--- config.mk ---
export PLATFORM = sky130hd
export DESIGN_NAME = clkdiv_prog
export DESIGN_NICKNAME = d
export VERILOG_FILES = /design/src/rtl/clkdiv_pkg.sv /design/src/rtl/clkdiv_ratio_reg.sv /design/src/rtl/clkdiv_prog.sv
export SDC_FILE = /design/constraint.sdc
export NUM_CORES = 1
export LEC_CHECK = 0
export ABC_AREA = 1
export BUFFER_PORTS_ARGS = -buffer_cell sky130_fd_sc_hd__buf_2
export CAP_MARGIN = 20
export CORE_ASPECT_RATIO = 1.1
export CORE_MARGIN = 2
export CORE_UTILIZATION = 40
export CTS_BUF_LIST = sky130_fd_sc_hd__clkbuf_4 sky130_fd_sc_hd__clkbuf_8
export DETAILED_ROUTE_END_ITERATION = 6
export GPL_TIMING_DRIVEN = 0
export HOLD_SLACK_MARGIN = 0.15
export MAX_ROUTING_LAYER = met4
export PLACE_DENSITY = 0.62
export SLEW_MARGIN = 15
export SYNTH_ARGS = -nofsm -noshare
export SYNTH_HDL_FRONTEND = slang
export SYNTH_SLANG_ARGS = --single-unit
--- constraint.sdc ---
create_clock -name CLK -period 2 [get_ports CLK]
set_input_delay 0.3 -clock CLK [delete_from_list [all_inputs] [get_ports CLK]]
set_output_delay 0.3 -clock CLK [all_outputs]
set_load 0.05 [all_outputs]
--- src/rtl/clkdiv_pkg.sv ---
// Shared types and helpers for the programmable clock divider.
// split_ratio() maps a divide ratio N onto the (H-1, L-1) counter reload values.
package clkdiv_pkg;

  typedef enum logic [1:0] {
    ST_IDLE = 2'd0,
    ST_HIGH = 2'd1,
    ST_LOW  = 2'd2
  } state_t;

  localparam int unsigned MIN_DIV = 2;

  typedef struct packed {
    logic [31:0] hm1;
    logic [31:0] lm1;
  } split_t;

  // Odd ratios put the extra cycle in the high phase: H = N - N/2, L = N/2.
  function automatic split_t split_ratio(input logic [31:0] n);
    split_t s;
    s.lm1 = (n >> 1) - 32'd1;
    s.hm1 = n - (n >> 1) - 32'd1;
    return s;
  endfunction

endpackage

--- src/rtl/clkdiv_ratio_reg.sv ---
// Pending/active divide-ratio registers with clamp, pending flag and DIV_ACK.
// A load on the same edge as a boundary is kept pending for the following boundary.
module clkdiv_ratio_reg
  import clkdiv_pkg::*;
#(
  parameter int unsigned DIV_W       = 8,
  parameter int unsigned DIV_DEFAULT = 4
) (
  input  logic             i_clk,
  input  logic             i_rst,
  input  logic             i_load,
  input  logic [DIV_W-1:0] i_val,
  input  logic             i_boundary,
  output logic [DIV_W-1:0] o_hm1_bnd,
  output logic [DIV_W-1:0] o_lm1,
  output logic             o_ack
);

  logic [DIV_W-1:0] r_pend;
  logic [DIV_W-1:0] r_hm1;
  logic [DIV_W-1:0] r_lm1;
  logic             r_flag;
  logic             r_ack;
  logic [DIV_W-1:0] w_clamped;
  split_t           w_pend_split;
  split_t           w_def_split;

  assign w_clamped    = (i_val < DIV_W'(MIN_DIV)) ? DIV_W'(MIN_DIV) : i_val;
  assign w_pend_split = split_ratio(32'(r_pend));
  assign w_def_split  = split_ratio(32'(DIV_DEFAULT));

  always_ff @(posedge i_clk) begin
    if (i_rst) begin
      r_pend <= DIV_W'(DIV_DEFAULT);
      r_hm1  <= DIV_W'(w_def_split.hm1);
      r_lm1  <= DIV_W'(w_def_split.lm1);
      r_flag <= 1'b0;
      r_ack  <= 1'b0;
    end else begin
      r_ack <= i_boundary & r_flag;
      if (i_boundary && r_flag) begin
        r_hm1 <= DIV_W'(w_pend_split.hm1);
        r_lm1 <= DIV_W'(w_pend_split.lm1);
      end
      if (i_load) begin
        r_pend <= w_clamped;
        r_flag <= 1'b1;
      end else if (i_boundary) begin
        r_flag <= 1'b0;
      end
    end
  end

  // The boundary edge must already load the counter with the incoming ratio.
  assign o_hm1_bnd = r_flag ? DIV_W'(w_pend_split.hm1) : r_hm1;
  assign o_lm1     = r_lm1;
  assign o_ack     = r_ack;

endmodule

--- src/rtl/clkdiv_prog.sv ---
// Programmable glitch-free integer clock divider with run/stop, ratio reload
// at period boundaries, phase re-align and registered edge strobes.
module clkdiv_prog
  import clkdiv_pkg::*;
#(
  parameter int unsigned DIV_W       = 8,
  parameter int unsigned DIV_DEFAULT = 4
) (
  input  logic             CLK,
  input  logic             RST,
  input  logic             EN,
  input  logic             DIV_LOAD,
  input  logic [DIV_W-1:0] DIV_VAL,
  input  logic             SYNC_IN,
  output logic             CLK_DIV,
  output logic             RISE_STB,
  output logic             FALL_STB,
  output logic             DIV_ACK,
  output logic             RUNNING
);

  state_t           r_state;
  state_t           w_state_nxt;
  logic [DIV_W-1:0] r_cnt;
  logic [DIV_W-1:0] w_cnt_nxt;
  logic             r_clk;
  logic             w_clk_nxt;
  logic             r_rise;
  logic             w_rise_nxt;
  logic             r_fall;
  logic             w_fall_nxt;
  logic             r_running;
  logic             w_bnd;
  logic             w_restart;
  logic [DIV_W-1:0] w_hm1_bnd;
  logic [DIV_W-1:0] w_lm1;
  logic             w_ack;

  clkdiv_ratio_reg #(
    .DIV_W       (DIV_W),
    .DIV_DEFAULT (DIV_DEFAULT)
  ) u_ratio (
    .i_clk      (CLK),
    .i_rst      (RST),
    .i_load     (DIV_LOAD),
    .i_val      (DIV_VAL),
    .i_boundary (w_bnd),
    .o_hm1_bnd  (w_hm1_bnd),
    .o_lm1      (w_lm1),
    .o_ack      (w_ack)
  );

  // SYNC_IN only restarts while running and EN is held; with EN low the stop wins.
  assign w_restart = SYNC_IN & EN;

  always_comb begin
    w_state_nxt = r_state;
    w_cnt_nxt   = r_cnt - 1'b1;
    w_clk_nxt   = r_clk;
    w_rise_nxt  = 1'b0;
    w_fall_nxt  = 1'b0;
    w_bnd       = 1'b0;
    unique case (r_state)
      ST_IDLE: begin
        w_cnt_nxt = '0;
        if (EN) begin
          w_bnd       = 1'b1;
          w_state_nxt = ST_HIGH;
          w_clk_nxt   = 1'b1;
          w_rise_nxt  = 1'b1;
          w_cnt_nxt   = w_hm1_bnd;
        end
      end
      ST_HIGH: begin
        if (w_restart) begin
          w_bnd     = 1'b1;
          w_cnt_nxt = w_hm1_bnd;
        end else if (r_cnt == '0) begin
          w_state_nxt = ST_LOW;
          w_clk_nxt   = 1'b0;
          w_fall_nxt  = 1'b1;
          w_cnt_nxt   = w_lm1;
        end
      end
      ST_LOW: begin
        if ((r_cnt == '0) || w_restart) begin
          w_bnd = 1'b1;
          if (EN) begin
            w_state_nxt = ST_HIGH;
            w_clk_nxt   = 1'b1;
            w_rise_nxt  = 1'b1;
            w_cnt_nxt   = w_hm1_bnd;
          end else begin
            w_state_nxt = ST_IDLE;
            w_clk_nxt   = 1'b0;
            w_cnt_nxt   = '0;
          end
        end
      end
      default: begin
        w_state_nxt = ST_IDLE;
        w_clk_nxt   = 1'b0;
        w_cnt_nxt   = '0;
      end
    endcase
  end

  always_ff @(posedge CLK) begin
    if (RST) begin
      r_state   <= ST_IDLE;
      r_cnt     <= '0;
      r_clk     <= 1'b0;
      r_rise    <= 1'b0;
      r_fall    <= 1'b0;
      r_running <= 1'b0;
    end else begin
      r_state   <= w_state_nxt;
      r_cnt     <= w_cnt_nxt;
      r_clk     <= w_clk_nxt;
      r_rise    <= w_rise_nxt;
      r_fall    <= w_fall_nxt;
      r_running <= (w_state_nxt != ST_IDLE);
    end
  end

  assign CLK_DIV  = r_clk;
  assign RISE_STB = r_rise;
  assign FALL_STB = r_fall;
  assign DIV_ACK  = w_ack;
  assign RUNNING  = r_running;

endmodule

# [Word level (Yosys, flattened, before mapping)]
# Index checks and enable logic that the tools add are counted.
[classes] mux=27 reduce_logical=8 shifts=0 add_sub_neg=4 n_mul=0 n_eq_ne=6 n_bitwise=3 order_cmp=1 div=0
[op_table] op="2-to-1 mux 8 bit" n=6
[op_table] op="one-hot mux 8 bit (3 select lines)" n=1
[op_table] op="subtractor 8 x 1 -> 8 bit, second input constant" n=2
[op_table] op="2-to-1 mux 1 bit" n=12
[op_table] op="zero test 8 bit" n=1
[op_table] op="< comparator 8 x 2 -> 1 bit, second input constant" n=1
[op_table] op="2-to-1 mux 2 bit" n=4
[op_table] op="!= test 2 bit, second input constant" n=4
[op_table] op="subtractor 7 x 1 -> 8 bit, second input constant" n=1
[op_table] op="subtractor 8 x 7 -> 8 bit" n=1
[op_table] op="one-hot mux 1 bit (3 select lines)" n=2
[op_table] op="one-hot mux 2 bit (3 select lines)" n=1
[op_table] op="AND reduction 4 bit" n=1
[op_table] op="nonzero test 2 bit" n=2
[op_table] op="OR reduction 3 bit" n=1
[op_table] op="AND 1 bit" n=2
[op_table] op="== test 2 x 1 -> 1 bit, second input constant" n=1
[op_table] op="== test 2 bit, second input constant" n=1
[op_table] op="zero test 2 bit" n=1
[op_table] op="one-hot mux 1 bit (2 select lines)" n=1
[op_table] op="logical AND 1 bit" n=1
[op_table] op="logical OR 1 bit" n=1
[op_table] op="NOT 1 bit" n=1
[word_totals] latchBits=0 mem_bits_ro=0 ram_bits=0 memories=0 register_bits=40 wordCells=60 output_inout_bits=5

# [Longest topological paths before layout]
# Gate-level depths: netlist (run 1).
[depth] ltp_word=6 ltp_mapped=15

# [Hierarchy]
# A second synthesis (run 1) with hierarchy kept.
[hier_totals] cells_unflattened=374 area_unflattened_um2=2617.5
[modules_own_cells] mod="clkdiv_ratio_reg" area_per_inst_um2=1591.5 n_inst=1 cells_each=218
[modules_own_cells] mod="clkdiv_prog" area_per_inst_um2=1026.0 n_inst=1 cells_each=156

# [Worst setup path before layout (run 1)]
# Ideal clock, no wire load.
[synth_timing] path_type="register -> register" from="register u_ratio.r_pend[1]" to="register r_cnt[4]" setup_slack_ns=0.077 period_less_slack_ns=1.923 stages_incl_launch_ff=15 arrival_ns=1.867 required_time_ns=1.943 path_cell_list="dfxtp_1 inv_1 ha_1 inv_1 fa_1 inv_1 nand2_1 nand2_1 nand2_1 nand3_1 o21ai_0 or2_2 nand3_1 nand2_1 inv_1"
[synth_via] elab_chain_len=6 word_cells_on_any_way=7 classes_between="2 x add/sub; 5 x mux"
[synth_lines] item="start: declaration" line_no="clkdiv_ratio_reg.sv:19" source="logic [DIV_W-1:0] r_pend;"
[synth_lines] item="start signal: assignment" line_no="clkdiv_ratio_reg.sv:34" source="r_pend <= DIV_W'(DIV_DEFAULT);"
[synth_lines] item="start signal: assignment" line_no="clkdiv_ratio_reg.sv:46" source="r_pend <= w_clamped;"
[synth_lines] item="subtractor 8 x 7 -> 8 bit *" line_no="clkdiv_pkg.sv:22" source="s.hm1 = n - (n >> 1) - 32'd1;"
[synth_lines] item="subtractor 8 x 1 -> 8 bit *" line_no="clkdiv_pkg.sv:22"
[synth_lines] item="2-to-1 mux 8 bit *" line_no="clkdiv_ratio_reg.sv:55" source="assign o_hm1_bnd = r_flag ? DIV_W'(w_pend_split.hm1) : r_hm1;"
[synth_lines] item="2-to-1 mux 8 bit" line_no="clkdiv_prog.sv:66, clkdiv_prog.sv:88"
[synth_lines] item="2-to-1 mux 8 bit" line_no="clkdiv_prog.sv:86" source="if ((r_cnt == '0) || w_restart) begin"
[synth_lines] item="one-hot mux 8 bit (3 select lines) *" line_no="clkdiv_prog.sv:63" source="unique case (r_state)"
[synth_lines] item="end signal: assignment" line_no="clkdiv_prog.sv:118" source="r_cnt <= w_cnt_nxt;"
[synth_lines] item="end: declaration" line_no="clkdiv_prog.sv:24" source="logic [DIV_W-1:0] r_cnt;"
# Every way passes the cells marked *; elsewhere a longest branch is shown, timed or not.
# A chain may end at the register's enable or synchronous reset.

# [Worst setup path after layout (run 1)]
[layout_timing] from="register u_ratio.r_pend[1]" to="register r_cnt[6]"
# Same word-level chain as after synthesis.

==> results of run 1 <==
## registers in the layout, summed over array words and instances, names as in the netlist
register        count
CLK_DIV             1
FALL_STB            1
RISE_STB            1
RUNNING             1
r_cnt               8
r_state             2
u_ratio.o_ack       1
u_ratio.o_lm1       8
u_ratio.r_flag      1
u_ratio.r_hm1       8
u_ratio.r_pend      8
## per-stage QoR
stage / std cells / instance area, sq um / setup WS (ps) / power [mW]
after CTS: 466 / 2860 / -29.0 / 2.98
after floorplan: 359 / 2520 / 76.7 / 2.07
after detailed placement: 454 / 2690 / -225 / 2.35
final: 472 / 3040 / 34.3 / 3.08
after global placement: 454 / 2690 / -173 / 2.34
after global routing: 472 / 3040 / -115 / 3.31
## placed cells by master (no fill, tap or decap), drive strengths merged
cell / synthesis / layout
nand2: 72 / 72
inv: 59 / 58
dfxtp: 40 / 40
o21ai: 38 / 38
nor2: 30 / 30
nand3: 30 / 30
buf: 3 / 27
a21oi: 22 / 22
clkbuf: 7 / 16
ha: 15 / 15
xor2: 9 / 9
o211ai: 5 / 5
or2: 5 / 5
a31oi: 4 / 4
a211oi: 4 / 4
nand4: 4 / 4
xnor2: 3 / 3
nor3: 2 / 2
o221ai: 2 / 2
clkinvlp: 0 / 1
o21a: 1 / 1
o21bai: 1 / 1
nand3b: 1 / 1
nor4: 1 / 1
fa: 1 / 1
## critical path, stage by stage (launching register included)
cell,delay (ps)
dfxtp_4,370
inv_4,40
buf_4,130
fa_2,420
inv_2,70
nand2_2,60
nand2_2,80
a21oi_2,50
o21bai_1,180
xor2_1,230
nand2_1,90
nand2_2,80
a21oi_2,40
## power groups by stage
stage	Sequential, mW	Clock (mW)	Combinational, mW
6_report	0.980	0.591	1.51
5_1_grt	0.995	0.640	1.68
4_1_cts	0.979	0.608	1.39
3_5_place_dp	0.997	0	1.36
3_3_place_gp	0.994	0	1.35
2_1_floorplan	1.05	0	1.02
## how the worst min path moves through the flow
stage                          start           endpoint  slack (ps)
CTS                       DIV_VAL[2]  u_ratio.r_pend[2]         240
finish                    DIV_VAL[2]  u_ratio.r_pend[2]         240
floorplan           u_ratio.r_hm1[2]   u_ratio.r_hm1[2]         420
detailed placement  u_ratio.r_hm1[2]   u_ratio.r_hm1[2]         450
global route              DIV_VAL[0]  u_ratio.r_pend[0]         260
global placement    u_ratio.r_hm1[2]   u_ratio.r_hm1[2]         440
## per-layer routing
layer,GRT usage,vias to the layer above,part of all wire
met5,-,-,0
met4,0.0690,0,0.017
met3,0.0290,8,0.024
met2,0.357,36,0.52
met1,0.220,1114,0.43
li1,-,1227,-
## final cells by class
cell class | count | area, sq um | area share
Buffer | 10 | 57.6 | 0.0189
Tap cell | 80 | 100 | 0.0329
Timing Repair Buffer | 25 | 168 | 0.0552
Multi-Input combinational cell | 250 | 1570 | 0.518
Sequential cell | 40 | 812 | 0.267
Inverter | 59 | 230 | 0.0758
Clock buffer | 8 | 97.6 | 0.0321
## cell families after synthesis
family / share of synthesized area
xor+xnor: 0.0418
compound gates: 0.180
buf+inv: 0.108
flops: 0.318
fa+ha+maj: 0.0825
simple gates: 0.270
## what timing repair did
item | in CTS | in global routing
endpoints found under the setup margin | 6 | 17
setup buffers | 4 | 5
pin swaps | 4 | 11
resized for setup | 18 | 32
gates cloned | 0 | 1
==> run_results.csv, run 1 <==
group,metric,value,unit
status,outcome,"complete, no violations",
logic_synthesis,syn_avg_cell_area,7.01,sq um
logic_synthesis,synth_top_area_cell,"dfxtp_1",
logic_synthesis,ys_top_cells_by_area,"dfxtp_1 32%, nand2_1 11%, inv_1 7.6%, ha_1 7.5%, o21ai_0 6.2%",
sta,clock_skew,7.82,ps
sta,fmax,509,MHz
sta,max_slew_margin,0.594,
logic_synthesis,synth_seq_area_share,0.318,
cells_and_area,area_delta_synth_final,20.7,%
cells_and_area,n_fill_cell,617,
drt,drc,0,
logic_synthesis,synth-edff-count,0,
logic_synthesis,synth_common_cells,"71 x nand2_1, 51 x inv_1, 40 x dfxtp_1",
cts,cts_inserted_buffers,5,
grt,grt_max_degree,12,
power,clockPowerShare,0.192,
floorplanning,pin_count,18,
drt,ant_nets,0,
logic_synthesis,ys_async_sr_fraction,0,
power,max-vdd-ir-drop,0.459,mV
sta,fin_crit_sh,0.983,
sta,finalSetupViolCount,0,
worst_setup_path,cp.required,2170,ps
logic_synthesis,synthMostInstantiatedCell,"nand2_1",
worst_setup_path,path_class,"reg -> reg",
floorplanning,die_area,6950,sq um
placement,gp_congestion,0.937,
grt,grtUsageTotal,0.197,
floorplanning,core,6120,sq um
cells_and_area,nNetsFinal,420,
cells_and_area,final_util,0.497,
worst_setup_path,cp_max_fo,3,
placement,io_buffers,15,
sta,rsz0062_at_grt,"yes",
floorplanning,start_util,0.411,
grt,antenna_found_initial,0,
drt,drt-vias-per-instance,5.05,
logic_synthesis,syn_inst,359,
logic_synthesis,synth.cell_area,2520,sq um
grt,grt_overflow,0,
worst_hold_path,hold_path.class,"in -> reg",
drt,drtIter0Drc,165,
cells_and_area,drive_gt1_frac,0.250,
worst_setup_path,end_kind,"register",
cts,clock-root-buffer,"clkbuf_8",
floorplanning,fp.dieW,79.6,um
power,swShare,0.422,
sta,worst_pin_slew,608,ps
cts,cts_sinks,40,
sta,fin_crit,1970,ps
cts,holdBufCountCts,0,
cts,htreeDepth,2,
sta,hold_viol,0,
run,cap_violations,0,
logic_synthesis,ys.flop_type,"dfxtp_1",
sta,final_max_slew_viol_count,0,
power,p_leak,1.39,nW
worst_setup_path,crit_path_end,"r_cnt[6]",
logic_synthesis,synth.top_cell.area_share,0.318,
cts,clock_latency,300,ps
logic_synthesis,ys_types,34,
floorplanning,num_rows,30,
grt,grt_pass1_wl,10.2,mm
cts,clk_pin_slew,80,ps
worst_setup_path,r2r-start,"u_ratio.r_pend[1]",
logic_synthesis,yosysWarnings,0,
grt,grt_pass1_vias,2172,
power,p_int,1.78,mW
logic_synthesis,syn_nets,388,
placement,dp_hpwl,4.75,mm
cts,clockBufferDepth,2,
floorplanning,die_h,87.2,um
worst_setup_path,startpoint,"u_ratio.r_pend[1]",
drt,wl_per_cell,13.4,um
worst_setup_path,timing.rr.end,"r_cnt[6]",
sta,whs,236,ps
logic_synthesis,ys_ff_latch,40,
cts,cts_tree,"yes",
worst_setup_path,rrSetupSlack,30,ps
power,pwr-share-comb,0.490,
power,p_seq_frac,0.318,
drt,vias,2385,
cells_and_area,diodes,0,
worst_hold_path,min_path_cells,3,
power,switching_power,1.30,mW
worst_setup_path,startpoint_type,"register",
worst_setup_path,r2r_cells,12,
drt,drt-pass1-iter-count,4,
worst_setup_path,critPathArrivalTime,2140,ps
power,p_per_area,1010,nW/um^2
sta,tns,0,ps
drt,drt-total-wl,6.35,mm
No activity file was read; power rests on OpenSTA's default activity.
==> run 2, diff against run 1 <==
- CTS_BUF_LIST: sky130_fd_sc_hd__clkbuf_4 sky130_fd_sc_hd__clkbuf_8 -> sky130_fd_sc_hd__clkbuf_16
==> run_results.csv, run 2 (synthesis gave the netlist of run 1 again) <==
group,metric,value,unit
status,outcome,"complete, no violations",
drt,drt-total-wl,6.38,mm
worst_setup_path,cp_top_family,"simple AND/OR/NAND/NOR gates",
worst_setup_path,cp.required,2230,ps
sta,worst_pin_slew,575,ps
sta,finalSetupViolCount,0,
cts,clk_pin_slew,60,ps
sta,final_max_slew_viol_count,0,
floorplanning,pin_count,18,
floorplanning,die_area,6950,sq um
sta,fin_crit,1990,ps
cts,holdBufCountCts,0,
placement,io_buffers,15,
worst_setup_path,critPathArrivalTime,2220,ps
sta,clock_skew,6.72,ps
worst_setup_path,cpPeakStageDelay,350,ps
grt,grt_pass1_wl,10.2,mm
cells_and_area,area_delta_synth_final,22.9,%
sta,hold_viol,0,
drt,drt-pass1-iter-count,4,
drt,drt-vias-per-instance,5.06,
worst_setup_path,startpoint_type,"register",
sta,rsz0062_at_grt,"yes",
cts,clock-root-buffer,"clkbuf_16",
floorplanning,die_h,87.2,um
worst_setup_path,cp_max_fo,4,
floorplanning,fp.dieW,79.6,um
cells_and_area,nNetsFinal,417,
power,p_leak,1.40,nW
worst_setup_path,end_kind,"register",
cells_and_area,final_cell_mix,"64 x nand2_1, 43 x inv_1, 34 x dfxtp_1, 27 x o21ai_0",
cts,clockBufferDepth,2,
cells_and_area,drive_gt1_frac,0.265,
placement,gp_congestion,0.937,
floorplanning,start_util,0.411,
worst_hold_path,hold_path.class,"in -> reg",
worst_setup_path,cp_slowest_cell,"dfxtp_4",
worst_setup_path,crit_chain,"buf_4 > buf_4 > ha_1 > nor2_1 > nand2_2 > nand3_2 > nand3_1 > nand3_2 > nand3b_1 > or2_2 > nand3_1 > nand2_1 > inv_1",
drt,drc,0,
cts,htreeDepth,2,
grt,grt_overflow,0,
cells_and_area,diodes,0,
cts,cts_sinks,40,
cts,cts_tree,"yes",
worst_setup_path,path_class,"reg -> reg",
sta,fmax,502,MHz
drt,drtIter0Drc,161,
cells_and_area,final_util,0.506,
drt,ant_nets,0,
sta,worst_slack,9.62,ps
drt,wl_per_cell,13.6,um
power,max-vdd-ir-drop,0.494,mV
grt,grtUsageTotal,0.198,
placement,dp_hpwl,4.75,mm
grt,grt_pass1_vias,2184,
drt,vias,2372,
placement,dpl_worst_slack,-225,ps
floorplanning,core,6120,sq um
grt,antenna_found_initial,0,
placement,place_area,2690,sq um
cells_and_area,final_common_cell,"nand2_1",
worst_setup_path,worst-path-buf-inv,3,
cells_and_area,fin_area,3090,sq um
grt,grt_max_degree,12,
cts,clock_latency,280,ps
power,p_per_area,1050,nW/um^2
sta,fin_crit_sh,0.995,
run,cap_violations,0,
floorplanning,num_rows,30,
power,p_total,3.23,mW
cells_and_area,n_fill_cell,609,
sta,max_slew_margin,0.617,
cts,cts_inserted_buffers,5,
## run 2: cell count changes in the layout (fill, tap and decap cells not counted), moves of 2 or more
cell       before  now
o21ai_1        11    9
nand2_2         5    8
ha_1            9    6
clkbuf_8        6    0
inv_2          13   15
o21ai_0        25   27
clkbuf_4        2    0
ha_4            4    7
clkbuf_16       1    5
nand2_1        67   64
## run 2: cell type report
class                      instances  area [sq um]  area share
multi-input combinational        250          1630       0.528
sequential                        40           813       0.263
inverter                          59           230      0.0744
timing repair buffer              22           128      0.0412
clock buffer                       5           125      0.0404
tap                               80           100      0.0323
buffer                            10          53.8      0.0174
clock inverter                     3          11.3     0.00364
## run 2: report_power, final
part / total (mW) / leakage [nW] / switching (mW) / internal (mW)
combinational: 1.49 / 0.991 / 0.960 / 0.534
clock: 0.758 / 0.0738 / 0.309 / 0.449
sequential: 0.982 / 0.331 / 0.0685 / 0.914
## run 2: final timing paths
check	from	to	slack [ps]	depth (start not counted)
max reg2reg	u_ratio.r_pend[1]	r_cnt[5]	10	13
max	u_ratio.r_pend[1]	r_cnt[5]	10	13
min reg2reg	CLK_DIV	CLK_DIV	470	2
min	DIV_VAL[2]	u_ratio.r_pend[2]	250	3
## run 2: stage by stage
step                      setup TNS, ps  hold slack, ps  instances
after floorplan                       0             425        359
after global placement             -525             443        454
after detailed placement           -752             449        454
after CTS                         -38.5             251        466
after global routing               -421             269        469
final                                 0             254        469
## run 2: worst min-delay path: stages
cell     delay, ps
buf_2           90
a21oi_1         60
o21ai_0         60
## run 2: metal layers
layer	track usage	vias to the layer above	part of all wire
met5	-	-	0
met4	0.0721	0	0.019
met3	0.0322	9	0.025
met2	0.354	35	0.52
met1	0.221	1095	0.43
li1	-	1233	-
## run 2: timing repair
| action | CTS | global route |
|---|---|---|
| buffers inserted | 4 | 3 |
| cloned | 0 | 0 |
| resized for setup | 17 | 43 |
| setup endpoints to repair | 7 | 17 |
| pin swaps | 4 | 16 |
| endpoints found under the hold margin | 0 | 0 |
==> run 3, diff against run 2 <==
- ABC_AREA: 1 -> 0
==> run_results.csv, run 3 <==
group,metric,value,unit
status,outcome,"finished with violations",
status,violations,"setup timing",
logic_synthesis,synth_common_cells,"40 x dfxtp_1, 36 x nor2_1, 24 x nand2_1",
grt,grt_pass1_vias,2287,
cts,clockBufferDepth,2,
cells_and_area,diodes,0,
drt,drc,0,
worst_setup_path,rrSetupSlack,-160,ps
cts,clk_pin_slew,60,ps
floorplanning,die_area,6990,sq um
cts,cts_sinks,40,
floorplanning,fp.dieW,79.9,um
grt,grt_max_degree,12,
sta,fin_crit,2160,ps
worst_setup_path,cp_max_fo,8,
cells_and_area,nNetsFinal,373,
sta,final_max_slew_viol_count,0,
sta,worst_pin_slew,680,ps
cts,htreeDepth,2,
drt,drtIter0Drc,144,
grt,antenna_found_initial,0,
worst_setup_path,cp_top_family,"simple AND/OR/NAND/NOR gates",
cts,clock-root-buffer,"clkbuf_16",
power,p_leak,1.28,nW
grt,grt_pass1_wl,11.0,mm
logic_synthesis,synth.top_cell.area_share,0.316,
worst_setup_path,crit_chain,"or4_4 > or4_4 > buf_12 > a21oi_4 > o21a_1 > nand4b_1 > nand3_1",
logic_synthesis,syn_nets,329,
logic_synthesis,ys_ff_latch,40,
worst_setup_path,cp_common_cell,"or4_4",
worst_hold_path,hold_path.class,"in -> reg",
cells_and_area,fin_area,3330,sq um
logic_synthesis,synth-edff-count,0,
worst_setup_path,end_kind,"register",
sta,clock_skew,3.36,ps
run,cap_violations,0,
floorplanning,pin_count,18,
floorplanning,die_h,87.5,um
placement,gp_congestion,0.894,
placement,io_buffers,17,
placement,dp_hpwl,4.74,mm
worst_setup_path,worst-path-buf-inv,1,
logic_synthesis,synthMostInstantiatedCell,"dfxtp_1",
sta,finalSetupViolCount,24,
floorplanning,start_util,0.412,
sta,worst_slack,-164,ps
floorplanning,core,6160,sq um
worst_setup_path,path_class,"reg -> reg",
logic_synthesis,ys.flop_type,"dfxtp_1",
sta,tns,-1800,ps
sta,rsz0062_at_grt,"yes",
worst_setup_path,cp_slowest_cell,"or4_4",
placement,place_area,2830,sq um
grt,grtUsageTotal,0.208,
logic_synthesis,syn_inst,300,
drt,drt-pass1-iter-count,5,
sta,hold_viol,0,
cells_and_area,final_common_cell,"dfxtp_1",
logic_synthesis,synth_seq_area_share,0.316,
floorplanning,num_rows,30,
worst_setup_path,critPathArrivalTime,2380,ps
drt,drt-total-wl,6.87,mm
worst_setup_path,cp.required,2220,ps
cts,clock_latency,280,ps
cts,holdBufCountCts,0,
cts,cts_inserted_buffers,5,
power,p_total,3.04,mW
drt,ant_nets,0,
power,max-vdd-ir-drop,0.469,mV
logic_synthesis,synth_top_area_cell,"dfxtp_1",
cts,cts_tree,"yes",
sta,max_slew_margin,0.547,
cells_and_area,area_delta_synth_final,31.4,%
drt,vias,2305,
logic_synthesis,yosysWarnings,0,
logic_synthesis,syn_avg_cell_area,8.45,sq um
logic_synthesis,synth.cell_area,2530,sq um
grt,grt_overflow,0,
logic_synthesis,ys_async_sr_fraction,0,
cells_and_area,final_cell_mix,"30 x dfxtp_1, 24 x nor2_1, 24 x nand2_1, 19 x buf_2, 19 x a21oi_1",
sta,fmax,462,MHz
worst_setup_path,cpPeakStageDelay,580,ps
logic_synthesis,ys_types,59,
drt,wl_per_cell,16.2,um
power,p_per_area,914,nW/um^2
drt,drt-vias-per-instance,5.44,
cells_and_area,drive_gt1_frac,0.378,
sta,fin_crit_sh,1.08,
logic_synthesis,ys_top_cells_by_area,"dfxtp_1 32%, ha_1 7.4%, a211oi_2 5.4%, nor2_1 5.3%, a21oi_1 4.5%",
placement,dpl_worst_slack,-330,ps
worst_setup_path,startpoint_type,"register",
==> run 3: cell count changes after synthesis, sizes merged, moves of 8 or more <==
cell,change
nand2,-48
inv,-40
o21ai,-26
nand3,-24
mux2i,+11
xnor2,+9
a211oi,+8
==> run 3: cell type report <==
type                       count  area (sq um)
buffer                        14           100
clock buffer                   5           125
clock inverter                 2          8.76
fill                         592          2830
inverter                      19          83.8
multi-input combinational    226          1830
sequential                    40           826
tap                           80           100
timing repair buffer          38           258
==> run 3: layer usage <==
metal	vias up	GRT usage	wire length, um
met5	-	-	0
met4	0	0.0693	189
li1	1149	-	-
met2	66	0.364	3460
met3	16	0.0363	252
met1	1074	0.239	2970
==> run 3: path summary, 6_finish.rpt <==
path | cells past startpoint | endpoint | start
min reg2reg | 2 | u_ratio.r_hm1[6] | u_ratio.r_hm1[6]
min | 3 | u_ratio.r_pend[2] | DIV_VAL[2]
max | 7 | r_cnt[6] | r_cnt[2]
max reg2reg | 7 | r_cnt[6] | r_cnt[2]
==> run 3: cell families (layout without fill, tap and decap cells) <==
logic type,count (synthesis),after routing,synth area share
buffers and inverters,34,78,0.0607
flip-flops,40,40,0.316
multiplexers,13,13,0.0523
AO/OA/AOI/OAI,77,77,0.230
adder cells (fa/ha/maj),16,16,0.0820
AND/OR/NAND/NOR,105,105,0.207
XOR/XNOR,15,15,0.0519
==> run 3: power by group <==
part | internal [mW] | switching [mW]
clock | 0.448 | 0.301
sequential | 0.875 | 0.0632
combinational | 0.619 | 0.737
==> run 3: timing repair <==
item | in CTS | in global routing
gates cloned | 2 | 0
endpoints found under the setup margin | 26 | 28
gates resized for setup | 31 | 33
pin swaps | 10 | 22
setup buffers | 15 | 4
==> run 3: metrics by stage <==
step                       util  cells  hold slack (ps)
after floorplan               -    300              365
after global placement    0.460    397              458
after detailed placement  0.460    397              468
after CTS                 0.520    420              256
after global routing      0.541    424              284
final                     0.541    424              258
==> run 3: tightest hold or removal path, stage by stage <==
cell and delay, ps:
buf_2 90, nand2_1 50, o211ai_1 60
